<file path="config.mk">
export PLATFORM = sky130hd
export DESIGN_NAME = mem_writeback_flat
export DESIGN_NICKNAME = d
export VERILOG_FILES = /design/src/rtl/mem_writeback_if.sv /design/src/rtl/mem_writeback.sv /design/src/flat_wrapper.sv
export SDC_FILE = /design/constraint.sdc
export NUM_CORES = 1
export LEC_CHECK = 0
export BUFFER_PORTS_ARGS = -buffer_cell sky130_fd_sc_hd__buf_2
export CORE_MARGIN = 5
export CORE_UTILIZATION = 35
export CTS_BUF_LIST = sky130_fd_sc_hd__clkbuf_4 sky130_fd_sc_hd__clkbuf_8
export DETAILED_ROUTE_END_ITERATION = 8
export SLEW_MARGIN = 30
export SYNTH_ARGS = -nofsm -noshare
export SYNTH_HDL_FRONTEND = slang
export SYNTH_SLANG_ARGS = --single-unit
</file>
<file path="constraint.sdc">
create_clock -name clk -period 1.88 [get_ports clk]
set_input_delay 0.094 -clock clk [delete_from_list [all_inputs] [get_ports clk]]
set_output_delay 0.094 -clock clk [all_outputs]
set_load 0.02 [all_outputs]
</file>
<file path="src/rtl/mem_writeback_if.sv">
// Bundle, data-memory and register-file signals of the memory/writeback stage.
// The slave modport is the stage itself; master is its environment.
interface mem_writeback_if #(
    parameter int unsigned ADDR_W = 8
);
    logic              valid_in;
    logic              ready_out;
    logic              is_load;
    logic              is_store;
    logic [2:0]        funct3;
    logic [4:0]        rd;
    logic [31:0]       mem_address;
    logic [31:0]       store_data;
    logic              dmem_req;
    logic              dmem_we;
    logic [ADDR_W-1:0] dmem_addr;
    logic [3:0]        dmem_be;
    logic [31:0]       dmem_wdata;
    logic [31:0]       dmem_rdata;
    logic              dmem_ack;
    logic              rf_we;
    logic [4:0]        rf_waddr;
    logic [31:0]       rf_wdata;
    logic              err;

    modport slave (
        input  valid_in, is_load, is_store, funct3, rd, mem_address, store_data,
        input  dmem_rdata, dmem_ack,
        output ready_out, dmem_req, dmem_we, dmem_addr, dmem_be, dmem_wdata,
        output rf_we, rf_waddr, rf_wdata, err
    );

    modport master (
        output valid_in, is_load, is_store, funct3, rd, mem_address, store_data,
        output dmem_rdata, dmem_ack,
        input  ready_out, dmem_req, dmem_we, dmem_addr, dmem_be, dmem_wdata,
        input  rf_we, rf_waddr, rf_wdata, err
    );
endinterface

</file>
<file path="src/rtl/mem_writeback.sv">
// Memory/writeback stage: performs load/store over a req/ack data-memory port with
// byte-lane steering and extension, then drives the register-file write port.
module mem_writeback #(
    parameter int unsigned ADDR_W  = 8,
    parameter int unsigned TIMEOUT = 16
) (
    input logic            clk,
    input logic            rst_n,
    mem_writeback_if.slave bus
);
    localparam int unsigned CntW = $clog2(TIMEOUT + 1);

    typedef enum logic [1:0] {StIdle, StReq, StWb, StErr} state_e;

    state_e            state_q, state_d;
    logic [CntW-1:0]   cnt_q, cnt_d;
    logic              req_q, req_d;
    logic              we_q, we_d;
    logic [ADDR_W-1:0] addr_q, addr_d;
    logic [3:0]        be_q, be_d;
    logic [31:0]       wdata_q, wdata_d;
    logic              rf_we_q, rf_we_d;
    logic [4:0]        rf_waddr_q, rf_waddr_d;
    logic [31:0]       rf_wdata_q, rf_wdata_d;
    logic              err_q, err_d;
    logic [4:0]        rd_q, rd_d;
    logic [2:0]        f3_q, f3_d;
    logic [1:0]        off_q, off_d;

    logic [1:0]  off;
    logic        legal;
    logic        aligned;
    logic [3:0]  lane_be;
    logic [31:0] lane_wdata;
    logic [31:0] shifted;
    logic [31:0] load_val;
    logic        unused_addr;

    assign off         = bus.mem_address[1:0];
    assign unused_addr = ^bus.mem_address[31:ADDR_W+2];

    // Bundle decode: legality, alignment and store-lane steering.
    always_comb begin
        legal = 1'b0;
        if (bus.is_load && !bus.is_store) begin
            legal = (bus.funct3 inside {3'b000, 3'b001, 3'b010, 3'b100, 3'b101});
        end else if (bus.is_store && !bus.is_load) begin
            legal = (bus.funct3 inside {3'b000, 3'b001, 3'b010});
        end
        unique case (bus.funct3[1:0])
            2'b00:   aligned = 1'b1;
            2'b01:   aligned = ~off[0];
            2'b10:   aligned = (off == 2'b00);
            default: aligned = 1'b0;
        endcase
        lane_be    = 4'b1111;
        lane_wdata = bus.store_data;
        if (bus.is_store) begin
            unique case (bus.funct3[1:0])
                2'b00: begin
                    lane_be    = 4'b0001 << off;
                    lane_wdata = {4{bus.store_data[7:0]}};
                end
                2'b01: begin
                    lane_be    = 4'b0011 << off;
                    lane_wdata = {2{bus.store_data[15:0]}};
                end
                default: begin
                    lane_be    = 4'b1111;
                    lane_wdata = bus.store_data;
                end
            endcase
        end
    end

    // Load lane extraction from the latched offset and size.
    always_comb begin
        shifted = bus.dmem_rdata >> {off_q, 3'b000};
        unique case (f3_q)
            3'b000:  load_val = {{24{shifted[7]}}, shifted[7:0]};
            3'b001:  load_val = {{16{shifted[15]}}, shifted[15:0]};
            3'b100:  load_val = {24'h0, shifted[7:0]};
            3'b101:  load_val = {16'h0, shifted[15:0]};
            default: load_val = shifted;
        endcase
    end

    always_comb begin
        state_d    = state_q;
        cnt_d      = cnt_q;
        req_d      = req_q;
        we_d       = we_q;
        addr_d     = addr_q;
        be_d       = be_q;
        wdata_d    = wdata_q;
        rf_we_d    = 1'b0;
        rf_waddr_d = rf_waddr_q;
        rf_wdata_d = rf_wdata_q;
        err_d      = 1'b0;
        rd_d       = rd_q;
        f3_d       = f3_q;
        off_d      = off_q;
        unique case (state_q)
            StIdle: begin
                if (bus.valid_in) begin
                    rd_d  = bus.rd;
                    f3_d  = bus.funct3;
                    off_d = off;
                    cnt_d = '0;
                    if (!bus.is_load && !bus.is_store) begin
                        state_d = StWb;
                        if (bus.rd != 5'd0) begin
                            rf_we_d    = 1'b1;
                            rf_waddr_d = bus.rd;
                            rf_wdata_d = bus.store_data;
                        end
                    end else if (!legal || !aligned) begin
                        state_d = StErr;
                        err_d   = 1'b1;
                    end else begin
                        state_d = StReq;
                        req_d   = 1'b1;
                        we_d    = bus.is_store;
                        addr_d  = bus.mem_address[ADDR_W+1:2];
                        be_d    = lane_be;
                        wdata_d = lane_wdata;
                    end
                end
            end
            StReq: begin
                if (bus.dmem_ack) begin
                    req_d = 1'b0;
                    if (we_q) begin
                        state_d = StIdle;
                    end else begin
                        state_d = StWb;
                        if (rd_q != 5'd0) begin
                            rf_we_d    = 1'b1;
                            rf_waddr_d = rd_q;
                            rf_wdata_d = load_val;
                        end
                    end
                end else if (cnt_q == CntW'(TIMEOUT - 1)) begin
                    req_d   = 1'b0;
                    state_d = StErr;
                    err_d   = 1'b1;
                end else begin
                    cnt_d = cnt_q + CntW'(1);
                end
            end
            StWb:    state_d = StIdle;
            StErr:   state_d = StIdle;
            default: state_d = StIdle;
        endcase
    end

    always_ff @(posedge clk or negedge rst_n) begin
        if (!rst_n) begin
            state_q    <= StIdle;
            cnt_q      <= '0;
            req_q      <= 1'b0;
            we_q       <= 1'b0;
            addr_q     <= '0;
            be_q       <= 4'b0;
            wdata_q    <= 32'h0;
            rf_we_q    <= 1'b0;
            rf_waddr_q <= 5'd0;
            rf_wdata_q <= 32'h0;
            err_q      <= 1'b0;
            rd_q       <= 5'd0;
            f3_q       <= 3'b0;
            off_q      <= 2'b0;
        end else begin
            state_q    <= state_d;
            cnt_q      <= cnt_d;
            req_q      <= req_d;
            we_q       <= we_d;
            addr_q     <= addr_d;
            be_q       <= be_d;
            wdata_q    <= wdata_d;
            rf_we_q    <= rf_we_d;
            rf_waddr_q <= rf_waddr_d;
            rf_wdata_q <= rf_wdata_d;
            err_q      <= err_d;
            rd_q       <= rd_d;
            f3_q       <= f3_d;
            off_q      <= off_d;
        end
    end

    assign bus.ready_out  = (state_q == StIdle);
    assign bus.dmem_req   = req_q;
    assign bus.dmem_we    = we_q;
    assign bus.dmem_addr  = addr_q;
    assign bus.dmem_be    = be_q;
    assign bus.dmem_wdata = wdata_q;
    assign bus.rf_we      = rf_we_q;
    assign bus.rf_waddr   = rf_waddr_q;
    assign bus.rf_wdata   = rf_wdata_q;
    assign bus.err        = err_q;
endmodule

</file>
<file path="src/flat_wrapper.sv">
// flat-port wrapper written by rule: the top's interface ports become plain ports
module mem_writeback_flat 
#(
    parameter int unsigned ADDR_W  = 8,
    parameter int unsigned TIMEOUT = 16
)
  (clk, rst_n, bus_valid_in, bus_is_load, bus_is_store, bus_funct3, bus_rd, bus_mem_address, bus_store_data, bus_dmem_rdata, bus_dmem_ack, bus_ready_out, bus_dmem_req, bus_dmem_we, bus_dmem_addr, bus_dmem_be, bus_dmem_wdata, bus_rf_we, bus_rf_waddr, bus_rf_wdata, bus_err);
  mem_writeback_if #(.ADDR_W(ADDR_W)) bus_i ();
  input logic clk;
  input logic rst_n;
  input wire logic [$bits(bus_i.valid_in)-1:0] bus_valid_in;
  input wire logic [$bits(bus_i.is_load)-1:0] bus_is_load;
  input wire logic [$bits(bus_i.is_store)-1:0] bus_is_store;
  input wire logic [$bits(bus_i.funct3)-1:0] bus_funct3;
  input wire logic [$bits(bus_i.rd)-1:0] bus_rd;
  input wire logic [$bits(bus_i.mem_address)-1:0] bus_mem_address;
  input wire logic [$bits(bus_i.store_data)-1:0] bus_store_data;
  input wire logic [$bits(bus_i.dmem_rdata)-1:0] bus_dmem_rdata;
  input wire logic [$bits(bus_i.dmem_ack)-1:0] bus_dmem_ack;
  output wire logic [$bits(bus_i.ready_out)-1:0] bus_ready_out;
  output wire logic [$bits(bus_i.dmem_req)-1:0] bus_dmem_req;
  output wire logic [$bits(bus_i.dmem_we)-1:0] bus_dmem_we;
  output wire logic [$bits(bus_i.dmem_addr)-1:0] bus_dmem_addr;
  output wire logic [$bits(bus_i.dmem_be)-1:0] bus_dmem_be;
  output wire logic [$bits(bus_i.dmem_wdata)-1:0] bus_dmem_wdata;
  output wire logic [$bits(bus_i.rf_we)-1:0] bus_rf_we;
  output wire logic [$bits(bus_i.rf_waddr)-1:0] bus_rf_waddr;
  output wire logic [$bits(bus_i.rf_wdata)-1:0] bus_rf_wdata;
  output wire logic [$bits(bus_i.err)-1:0] bus_err;
  assign bus_i.valid_in = bus_valid_in;
  assign bus_i.is_load = bus_is_load;
  assign bus_i.is_store = bus_is_store;
  assign bus_i.funct3 = bus_funct3;
  assign bus_i.rd = bus_rd;
  assign bus_i.mem_address = bus_mem_address;
  assign bus_i.store_data = bus_store_data;
  assign bus_i.dmem_rdata = bus_dmem_rdata;
  assign bus_i.dmem_ack = bus_dmem_ack;
  assign bus_ready_out = bus_i.ready_out;
  assign bus_dmem_req = bus_i.dmem_req;
  assign bus_dmem_we = bus_i.dmem_we;
  assign bus_dmem_addr = bus_i.dmem_addr;
  assign bus_dmem_be = bus_i.dmem_be;
  assign bus_dmem_wdata = bus_i.dmem_wdata;
  assign bus_rf_we = bus_i.rf_we;
  assign bus_rf_waddr = bus_i.rf_waddr;
  assign bus_rf_wdata = bus_i.rf_wdata;
  assign bus_err = bus_i.err;
  mem_writeback #(.ADDR_W(ADDR_W), .TIMEOUT(TIMEOUT)) u_core (.clk(clk), .rst_n(rst_n), .bus(bus_i));
endmodule
</file>
Word level (Yosys, flattened, before mapping)
Cells that the tools add are included.

word-level totals
  bits in registers = 102
  input bits = 110
  output and inout port bits = 86
  word-level logic and storage cells = 122

cells by class
  $add $sub $neg = 1
  equal/unequal tests = 24
  shifts and indexed selects = 3
  multiplexer cells = 52
  bitwise gates (word level) = 3
  reductions and logical operators = 25

operator list
  operator               count
  $mux W32               7
  $pmux W32 S2           2
  $pmux W32 S4           1
  $mux W5                9
  $shr A32 B5 Y32        1
  $pmux W5 S2            2
  $mux W1                18
  $reduce_bool A5 Y1     3
  $ne A2 B2 Y1 const B   7
  $eq A3 B3 Y1 const B   4
  $mux W2                6
  $pmux W4 S2            1
  $reduce_and A4 Y1      2
  $reduce_and A7 Y1      1
  $eq A2 B2 Y1 const B   3
  $eq A3 B1 Y1 const B   2
  $logic_not A2 Y1       3
  $logic_not A3 Y1       2
  $ne A2 B1 Y1 const B   3
  $pmux W1 S2            3
  $pmux W2 S3            1
  $add A5 B1 Y5 const B  1
  $eq A5 B4 Y1 const B   1
  $reduce_and A5 Y1      1
  15 further kinds       24

Logic depth before layout (Yosys ltp)
Gate-level depths: netlist (run 1).

  depth after elaboration = 10
  mapped depth = 8
  depth with buffers taken out = 7

Least setup slack after synthesis (run 1)
Ideal clock, no wire load.

  kind = register to register
  start point = reg u_core.rd_q[2]
  end point = reg u_core.rf_wdata_q[7] (netlist: u_core.bus.rf_wdata[7])
  library setup time = 0.125 ns
  data arrival time = 1.832 ns
  data required time = 1.755 ns
  setup slack = -0.077 ns
  stages on the path, launching flop included = 7
  path buffers = 1
  period minus slack after synthesis = 1.957 ns
  path through = dfrtp_1 or4_1 o2111ai_4 and2_1 buf_6 inv_2 mux2_4

between the ends
  longest elaborated chain between the ends = 3

RTL lines
  what                                RTL line              RTL
  start, declared                     mem_writeback.sv:26   logic [4:0] rd_q, rd_d;
  start signal, assigned              mem_writeback.sv:185  rd_q <= rd_d;
  $reduce_bool A5 Y1                  mem_writeback.sv:137  if (rd_q != 5'd0) begin
  $ne A2 B1 Y1 (no source line)       -
  $reduce_and A7 Y1 (no source line)  -
  end signal, assigned                mem_writeback.sv:183  rf_wdata_q <= rf_wdata_d;
  end, declared                       mem_writeback.sv:24   logic [31:0] rf_wdata_q, rf_wdata_d;

Every way passes these cells.
A chain may end at the register's enable or synchronous reset.

Worst setup path after layout (run 1)
  start point = reg u_core.f3_q[1]
  end point = reg u_core.rf_wdata_q[22] (netlist: u_core.bus.rf_wdata[22])

between the ends
  longest elaborated chain between the ends = 6
  elaborated cells between the ends (all ways) = 9
  classes of those cells = eq/ne: 3; mux: 5; reduce/logical: 1

RTL lines
  what                                        RTL line              RTL
  start, declared                             mem_writeback.sv:27   logic [2:0] f3_q, f3_d;
  start signal, assigned                      mem_writeback.sv:171  f3_q <= 3'b0;
  start signal, assigned                      mem_writeback.sv:186  f3_q <= f3_d;
  $eq A3 B3 Y1, or another cell as far along  mem_writeback.sv:79   unique case (f3_q)
  $pmux W32 S4 (*)                            mem_writeback.sv:79
  $mux W32 (*)                                mem_writeback.sv:137
  $mux W32 (*)                                mem_writeback.sv:133  if (we_q) begin
  $mux W32 (*)                                mem_writeback.sv:131  if (bus.dmem_ack) begin
  $pmux W32 S2 (*)                            mem_writeback.sv:103  unique case (state_q)

Mark *: on every way between the ends. The rest lies on a longest branch, timed or not. The select of a mux whose other input is x is not followed.

==> results.yml, run 1 <==
run_status:
  outcome: "finished, final reports clean"
detailed_routing:
  routed_wl_um: 18300
  post-route-drc-count: 0
  antenna_left: 0
  drtIter0Drc: 294
  met2_length_um: 8800
  wl_met3_um: 1250
  avgViaCountPerCell: 5.31
  drt-met1-wl_um: 7960
  wire_per_inst_um: 20.1
  drtPass1Iterations: 4
  num_vias: 4835
  top_layer: "met4"
logic_synthesis:
  synth_simple_gate_area_share_pct: 12.3
  yosys-top-cells-area: "dfrtp_1, mux2i_1, mux2_2, o21ai_0, nor2_1"
  async_reset_ff_share_pct: 100
  syn_inst: 523
  ys_ff_latch: 102
  synth_seq_area_share_pct: 47.6
  synth_edf_count: 0
  synth_top_area_share_pct: 47.6
  yosysWarnings: 0
  synth_top_family_by_area: "multiplexers"
  synth_most_common_cell: "dfrtp_1"
  synthDistinctLibCells: 47
  synth_compound_area_share_pct: 16.3
  yosysTopAreaCell: "dfrtp_1"
  ys_top_cells_by_count: "dfrtp_1, mux2i_1, nor2_1, o21ai_0, nand3_1"
  synthMuxAreaShare_pct: 18.9
  synth_flop_cell: "dfrtp_1"
  synthesis.nets: 635
  synth_area_um2: 5360
  syn_avg_cell_area_um2: 10.2
  synth-xor-area-share_pct: 0.163
  synth_fa_ha_area_share_pct: 0.467
place:
  dp.cells: 871
  placed_area_um2: 6580
  place_congestion: 0.837
  hpwl_um: 13200
  numPortBuffers: 173
timing:
  finalSetupViolCount: 0
  hold_viol_final: 0
  fin_crit_ns: 1.85
  tightest_slew_ns: 0.630
  min_period_over_period_pct: 98.3
  whs_ns: 0.0117
  relSlewSlack_pct: 58.0
  fmax_ghz: 0.541
  fin_skew_ns: 0.0141
  rsz0062_at_grt: "yes"
  final_max_slew_viol_count: 0
job:
  maxCapViolCount: 0
grt:
  grt_overflow: 0
  grt_usage_pct: 20.1
  antenna_found_initial: 0
  first_global_vias: 4847
  grt_max_degree: 103
  grt_pass1_wl_um: 28000
worst_setup_path:
  timing.rr.end: "u_core.bus.rf_wdata[22]$_DFFE_PN0P_"
  crit_type: "reg2reg"
  worst_setup_path_start_kind: "flop"
  required_ns: 2.17
  r2r_slack_ns: 0.03
  arrival_ns: 2.14
  cp_max_fo: 12
  crit_start: "u_core.f3_q[1]$_DFFE_PN0P_"
  r2r.worst_path.cells: 6
  cp-end-kind: "flop"
  r2r_start: "u_core.f3_q[1]$_DFFE_PN0P_"
floorplan:
  io_pins: 196
  die_area_um2: 17900
  die_y_um: 134
  rows: 45
  core_um2: 15100
  start_util_pct: 35.5
  fp.dieW_um: 134
clock_network:
  clk_latency_ns: 0.39
  numCtsBuffers: 9
  clkTransAtPathRegs_ns: 0.09
  cts_tree: "yes"
  root_buffer: "clkbuf_8"
  htree_num_levels: 3
  clkSinkCount: 102
  cts_buffer_depth: 2
finish:
  finalNetCount: 830
  fillCellCount: 1497
  area_growth_pct: 32.7
  antenna_cells: 0
  drive_above_1_share_pct: 39.3
  design_area_um2: 7110
  final_cells: 911
pwr:
  power.leakage_nw: 3.51
  power.density_nw_per_um2: 1560
  p_total_w: 0.0111
  ir_worst_vdd_v: 0.000631
min_path:
  worstHoldPathCells: 3
  hold_start: "bus_store_data[23]"
  hold_class: "in2reg"
  holdPathEnd: "u_core.bus.rf_wdata[23]$_DFFE_PN0P_"
-- where the power goes --
part | switching (W) | internal [W]
Combinational | 0.00346 | 0.00234
Clock | 0.000814 | 0.000671
Sequential | 0.000629 | 0.00318
Total | 0.00490 | 0.00620
-- worst max-delay path, stage by stage (launching register included) --
cell	delay, ns
dfrtp_1	0.44
or3_4	0.39
a222oi_1	0.27
buf_4	0.20
buf_6	0.16
a211oi_1	0.07
o31ai_1	0.24
-- state kept, by name, indices dropped and copies added (netlist names), 2 cells and up --
| signal | flops |
|---|---|
| u_core.bus.dmem_wdata | 32 |
| u_core.bus.rf_wdata | 32 |
| u_core.bus.dmem_addr | 8 |
| u_core.bus.rf_waddr | 5 |
| u_core.cnt_q | 5 |
| u_core.rd_q | 5 |
| u_core.bus.dmem_be | 4 |
| u_core.f3_q | 3 |
| u_core.off_q | 2 |
| u_core.state_q | 2 |
-- per-stage QoR --
| stage | utilization [%] | setup slack (ns) | TNS [ns] |
|---|---|---|---|
| floorplan | - | -0.0767 | -0.150 |
| detailed placement | 43.6 | -0.0289 | -0.100 |
| finish | 47.1 | 0.0314 | 0 |
| CTS | 46.3 | 0.00192 | 0 |
| global placement | 43.6 | 0.0181 | 0 |
| global route | 47.1 | -0.0481 | -0.430 |
-- cell type report --
cell class                      count  area, um^2  share of cell area, %
Timing Repair Buffer              227        1420                   19.9
Tap cell                          188         235                   3.31
Multi-Input combinational cell    370        2680                   37.6
Clock buffer                       11         145                   2.04
Sequential cell                   102        2550                   35.9
Inverter                            8        30.0                  0.422
Clock inverter                      5        57.6                  0.809
-- worst max path at each step --
| stage | depth (start not counted) | to | slack [ns] |
|---|---|---|---|
| after CTS | 5 | u_core.bus.rf_wdata[23]$_DFFE_PN0P_ | 0.002 |
| after detailed placement | 7 | u_core.cnt_q[1]$_DFFE_PN0P_ | -0.03 |
| final | 6 | u_core.bus.rf_wdata[22]$_DFFE_PN0P_ | 0.03 |
| after global routing | 6 | u_core.bus.rf_wdata[9]$_DFFE_PN0P_ | -0.05 |
| after floorplan | 6 | u_core.bus.rf_wdata[7]$_DFFE_PN0P_ | -0.08 |
| after global placement | 5 | u_core.bus.rf_wdata[29]$_DFFE_PN0P_ | 0.02 |
-- cell usage in the layout (no fill, tap or decap), drive strengths merged, types with 3 or more instances in the layout --
master,n
o31ai,24
clkbuf,11
nand3,37
buf,210
o21ai,42
a21oi,22
nand2b,3
a221oi,9
inv,9
a211oi,8
dlygate4sd3,17
nor3b,5
dfrtp,102
o2bb2ai,8
mux2,29
mux2i,68
nor2b,4
clkinv,3
nand2,32
nor2,53
-- kinds of logic after synthesis --
family / after synthesis
AOI/OAI and AO/OA: 126
xor gates and xnor gates: 1
adders and majority gates: 2
buffers and inverters: 51
DFF: 102
muxes: 97
and+or+nand+nor: 144
-- what timing repair did --
action | in CTS | in global routing
gates cloned | 1 | 1
hold buffers | 17 | 0
resized for setup | 7 | 20
pin swaps | 1 | 11
endpoints found under the hold margin | 118 | 0
setup buffers | 0 | 5
endpoints found under the setup margin | 39 | 45
-- routing by layer --
layer / track usage [%] / vias up
met3: 4.23 / 23
met1: 27.8 / 2362
met2: 32.0 / 164
met4: 5.71 / 0
li1: - / 2286
met5: 0 / -
Note: power is estimated with default switching activity, not from simulation.
==> run 2, diff against run 1 <==
--- a/config.mk
+++ b/config.mk
@@ -7,9 +7,10 @@
 export LEC_CHECK = 0
 export BUFFER_PORTS_ARGS = -buffer_cell sky130_fd_sc_hd__buf_2
 export CORE_MARGIN = 5
-export CORE_UTILIZATION = 35
+export CORE_UTILIZATION = 47
 export CTS_BUF_LIST = sky130_fd_sc_hd__clkbuf_4 sky130_fd_sc_hd__clkbuf_8
 export DETAILED_ROUTE_END_ITERATION = 8
+export PLACE_DENSITY = 0.8
 export SLEW_MARGIN = 30
 export SYNTH_ARGS = -nofsm -noshare
 export SYNTH_HDL_FRONTEND = slang
==> results.yml, run 2 (synthesized netlist as in run 1, its figures left out) <==
run_status:
  outcome: "finished, final reports clean"
timing:
  tightest_slew_ns: 0.638
  fmax_ghz: 0.538
  relSlewSlack_pct: 57.4
  final_max_slew_viol_count: 0
  fin_skew_ns: 0.0102
  min_period_over_period_pct: 98.9
  fin_crit_ns: 1.86
  finalSetupViolCount: 0
  hold_viol_final: 0
  whs_ns: 0.0226
worst_setup_path:
  slowest_stage: "dfrtp_1"
  cp-end-kind: "flop"
  path_cells: "or3_1 -> a222oi_1 -> buf_4 -> buf_6 -> a211oi_1 -> o31ai_1"
  r2r_slack_ns: 0.02
  arrival_ns: 2.12
  r2r_start: "u_core.f3_q[2]$_DFFE_PN0P_"
  cpPeakStageDelay_ns: 0.41
  required_ns: 2.14
  worst_setup_path_start_kind: "flop"
  timing.rr.end: "u_core.bus.rf_wdata[17]$_DFFE_PN0P_"
  r2r.worst_path.cells: 6
  cp_max_fo: 12
  crit_type: "reg2reg"
grt:
  grt_usage_pct: 24.0
  grt_pass1_wl_um: 25300
  grt_max_degree: 72
  grt_overflow: 0
  antenna_found_initial: 0
  first_global_vias: 4846
clock_network:
  cts_buffer_depth: 2
  clkSinkCount: 102
  numCtsBuffers: 9
  root_buffer: "clkbuf_8"
  clk_latency_ns: 0.36
  htree_num_levels: 3
  cts_tree: "yes"
  clkTransAtPathRegs_ns: 0.09
floorplan:
  die_y_um: 117
  core_um2: 11300
  rows: 39
  die_area_um2: 13600
  start_util_pct: 47.3
  io_pins: 196
  fp.dieW_um: 117
min_path:
  holdPathEnd: "u_core.f3_q[2]$_DFFE_PN0P_"
  hold_class: "in2reg"
  worstHoldPathCells: 2
  hold_start: "bus_funct3[2]"
detailed_routing:
  avgViaCountPerCell: 5.79
  antenna_left: 0
  post-route-drc-count: 0
  num_vias: 4977
  drtPass1Iterations: 5
  routed_wl_um: 16800
  drtIter0Drc: 459
  wire_per_inst_um: 19.5
pwr:
  power.density_nw_per_um2: 1560
  ir_worst_vdd_v: 0.000844
  p_total_w: 0.0109
  power.leakage_nw: 3.47
place:
  place_congestion: 0.916
  hpwl_um: 12400
  numPortBuffers: 173
finish:
  fillCellCount: 950
  final_common_cell: "buf_2"
  mostFrequentLayoutCells: "buf_2, dfrtp_1, mux2i_1"
  finalNetCount: 825
  area_growth_pct: 30.1
  antenna_cells: 0
  drive_above_1_share_pct: 38.6
job:
  maxCapViolCount: 0
## run 2: worst max path at each step
stage               cells after the start                             endpoint  slack (ns)                        start
floorplan                               6   u_core.bus.rf_wdata[7]$_DFFE_PN0P_       -0.08   u_core.rd_q[2]$_DFFE_PN0P_
global placement                        5  u_core.bus.rf_wdata[17]$_DFFE_PN0P_      0.0004   u_core.rd_q[2]$_DFFE_PN0P_
detailed placement                      5  u_core.bus.rf_wdata[17]$_DFFE_PN0P_       -0.05   u_core.rd_q[2]$_DFFE_PN0P_
CTS                                     5   u_core.bus.rf_wdata[7]$_DFFE_PN0P_       0.007   u_core.rd_q[2]$_DFFE_PN0P_
global route                            8          u_core.cnt_q[2]$_DFFE_PN0P_       -0.09  u_core.cnt_q[0]$_DFFE_PN0P_
finish                                  6  u_core.bus.rf_wdata[17]$_DFFE_PN0P_        0.02   u_core.f3_q[2]$_DFFE_PN0P_
## run 2: layer usage
metal	global-route usage, %	wire, um	vias to the layer above
met4	9.63	505	0
li1	-	-	2277
met5	0	0	-
met3	3.50	1230	38
met1	31.0	6490	2426
met2	40.7	8560	236
## run 2: final cells by class
cell class / count / area, um^2 / share of cell area [%]
inverters: 8 / 30.0 / 0.431
well taps: 143 / 179 / 2.57
repair buffers: 222 / 1350 / 19.3
clock inverters: 3 / 67.6 / 0.969
clock buffers: 12 / 159 / 2.28
flip-flops and latches: 102 / 2550 / 36.6
multi-input cells: 370 / 2640 / 37.9
## run 2: power breakdown
group / internal (W) / switching, W / leakage [nW] / total [W]
clock: 0.000832 / 0.000738 / 0.112 / 0.00157
combinational: 0.00219 / 0.00332 / 2.09 / 0.00550
sequential: 0.00319 / 0.000642 / 1.27 / 0.00383
total: 0.00620 / 0.00470 / 3.47 / 0.0109
## run 2: what timing repair did
action	4_1_cts	5_1_grt
buffers inserted	0	2
setup endpoints to repair	27	58
cloned	0	1
pin swaps	0	9
endpoints found under the hold margin	53	0
gates resized for setup	6	21
hold buffers	13	0
## run 2: critical path, delay by kind of cell (launching register included)
family          cells  cell delay, ns
flops               1            0.41
buf+inv             2            0.36
simple gates        1            0.40
compound gates      3            0.60
## run 2: through the flow
step | instances | util (%) | cell area, um^2 | setup WS (ns) | setup TNS [ns]
6_report | 860 | 61.6 | 6970 | 0.0211 | 0
3_5_place_dp | 829 | 57.5 | 6510 | -0.0523 | -0.657
5_1_grt | 860 | 61.6 | 6970 | -0.0851 | -0.308
2_1_floorplan | 523 | - | 5360 | -0.0767 | -0.150
4_1_cts | 857 | 60.9 | 6890 | 0.00730 | 0
3_3_place_gp | 829 | 57.5 | 6510 | 0.000443 | 0
==> run 3, diff against run 2 <==
--- a/config.mk
+++ b/config.mk
@@ -10,7 +10,7 @@
 export CORE_UTILIZATION = 47
 export CTS_BUF_LIST = sky130_fd_sc_hd__clkbuf_4 sky130_fd_sc_hd__clkbuf_8
 export DETAILED_ROUTE_END_ITERATION = 8
-export PLACE_DENSITY = 0.8
+export PLACE_DENSITY_LB_ADDON = 0.3
 export SLEW_MARGIN = 30
 export SYNTH_ARGS = -nofsm -noshare
 export SYNTH_HDL_FRONTEND = slang
==> results.yml, run 3 (synthesized netlist as in run 1, its figures left out) <==
timing:
  rsz0062_at_grt: "yes"
  min_period_over_period_pct: 98.8
  fmax_ghz: 0.538
  final_max_slew_viol_count: 0
  tns_ns: 0
  relSlewSlack_pct: 56.3
  finalSetupViolCount: 0
  fin_crit_ns: 1.86
  tightest_slew_ns: 0.655
  hold_viol_final: 0
  fin_skew_ns: 0.0172
detailed_routing:
  num_vias: 4825
  wire_per_inst_um: 19.5
  antenna_left: 0
  drtIter0Drc: 368
  avgViaCountPerCell: 5.58
  routed_wl_um: 16800
  post-route-drc-count: 0
  drtPass1Iterations: 5
worst_setup_path:
  worst_setup_path_start_kind: "flop"
  crit_type: "reg2reg"
  timing.rr.end: "u_core.bus.rf_wdata[7]$_DFFE_PN0P_"
  cp_max_fo: 3
  r2r_slack_ns: 0.02
  required_ns: 2.14
  r2r.worst_path.cells: 5
  cp-end-kind: "flop"
  arrival_ns: 2.12
  r2r_start: "u_core.rd_q[2]$_DFFE_PN0P_"
floorplan:
  start_util_pct: 47.3
  io_pins: 196
  die_area_um2: 13600
  core_um2: 11300
  die_y_um: 117
  fp.dieW_um: 117
  rows: 39
clock_network:
  root_buffer: "clkbuf_8"
  clkSinkCount: 102
  clk_latency_ns: 0.38
  numCtsBuffers: 9
  clkTransAtPathRegs_ns: 0.11
  htree_num_levels: 3
  cts_buffer_depth: 2
  cts_tree: "yes"
grt:
  first_global_vias: 4810
  grt_overflow: 0
  grt_usage_pct: 24.2
  antenna_found_initial: 0
  grt_pass1_wl_um: 25400
  grt_max_degree: 74
finish:
  final_common_cell: "buf_2"
  area_growth_pct: 29.9
  mostFrequentLayoutCells: "buf_2, dfrtp_1, mux2i_1"
  fillCellCount: 984
  antenna_cells: 0
  drive_above_1_share_pct: 38.5
  finish.utilization_pct: 61.5
  finalNetCount: 829
min_path:
  worstHoldPathCells: 3
  holdPathEnd: "u_core.bus.rf_wdata[18]$_DFFE_PN0P_"
  hold_start: "bus_store_data[18]"
  hold_class: "in2reg"
pwr:
  power.leakage_nw: 3.46
  power.density_nw_per_um2: 1540
  ir_worst_vdd_v: 0.000702
place:
  numPortBuffers: 173
  hpwl_um: 12500
  place_congestion: 0.897
job:
  maxCapViolCount: 0
run_status:
  outcome: "finished, final reports clean"
run 3: changes by cell type in the layout (fill, tap and decap cells not counted), sizes merged:
cell,previous run,this run
clkbuf,12,11
inv,8,9
clkinvlp,1,3
bufinv,2,0
dlygate4sd3,13,15
clkinv,0,2
buf,209,210
run 3: repair_timing:
action / CTS / global route
setup endpoints to repair: 13 / 37
buffers inserted: 0 / 4
gates cloned: 0 / 2
hold buffers: 15 / 0
hold endpoints to repair: 40 / 0
gates resized for setup: 5 / 15
pin swaps: 0 / 6
run 3: routing by layer:
layer	global-route usage (%)	wire [um]	up-vias	part of all wire, %
li1	-	-	2288	-
met1	30.7	6620	2338	39
met2	42.3	8700	168	52
met3	4.06	1100	31	6.5
met4	7.72	413	0	2.5
met5	0	0	-	0
run 3: worst max-delay path by stage:
stage          slack, ns                         from  depth (start not counted)                                  end
2_1_floorplan      -0.08   u_core.rd_q[2]$_DFFE_PN0P_                          6   u_core.bus.rf_wdata[7]$_DFFE_PN0P_
4_1_cts            0.009  u_core.cnt_q[0]$_DFFE_PN0P_                          7          u_core.cnt_q[3]$_DFFE_PN0P_
3_5_place_dp       -0.14  u_core.cnt_q[0]$_DFFE_PN0P_                          7          u_core.cnt_q[3]$_DFFE_PN0P_
3_3_place_gp      -0.001  u_core.cnt_q[0]$_DFFE_PN0P_                          7          u_core.cnt_q[3]$_DFFE_PN0P_
5_1_grt            -0.06   u_core.f3_q[2]$_DFFE_PN0P_                          6  u_core.bus.rf_wdata[24]$_DFFE_PN0P_
6_report            0.02   u_core.rd_q[2]$_DFFE_PN0P_                          5   u_core.bus.rf_wdata[7]$_DFFE_PN0P_
run 3: metrics by stage:
step           instances  worst slack (ns)  instance area (um^2)  hold slack [ns]  total power [W]
2_1_floorplan        523           -0.0767                  5360           -0.202          0.00725
3_3_place_gp         828          -0.00115                  6510           0.0452          0.00908
3_5_place_dp         828            -0.135                  6510           0.0530          0.00926
4_1_cts              859           0.00874                  6860          0.00810           0.0106
5_1_grt              865           -0.0614                  6960           0.0136           0.0114
6_report             865            0.0220                  6960           0.0143           0.0107
run 3: where the power goes:
| group | internal [W] | total, W | switching (W) |
|---|---|---|---|
| logic | 0.00225 | 0.00562 | 0.00336 |
| clock network | 0.000506 | 0.00132 | 0.000810 |
| registers | 0.00319 | 0.00381 | 0.000623 |
run 3: cell type report:
type / count / area (um^2) / area share [%]
multi-input cells: 370 / 2640 / 37.9
clock inverters: 6 / 47.5 / 0.683
well taps: 143 / 179 / 2.57
inverters: 8 / 30.0 / 0.431
clock buffers: 10 / 131 / 1.89
repair buffers: 226 / 1380 / 19.8
flip-flops and latches: 102 / 2550 / 36.7
run 3: critical path, cell delays in order, from the launching register on:
cell	delay, ns
dfrtp_1	0.39
or4_4	0.55
o2111ai_4	0.23
and2_4	0.24
inv_2	0.05
mux2_4	0.28
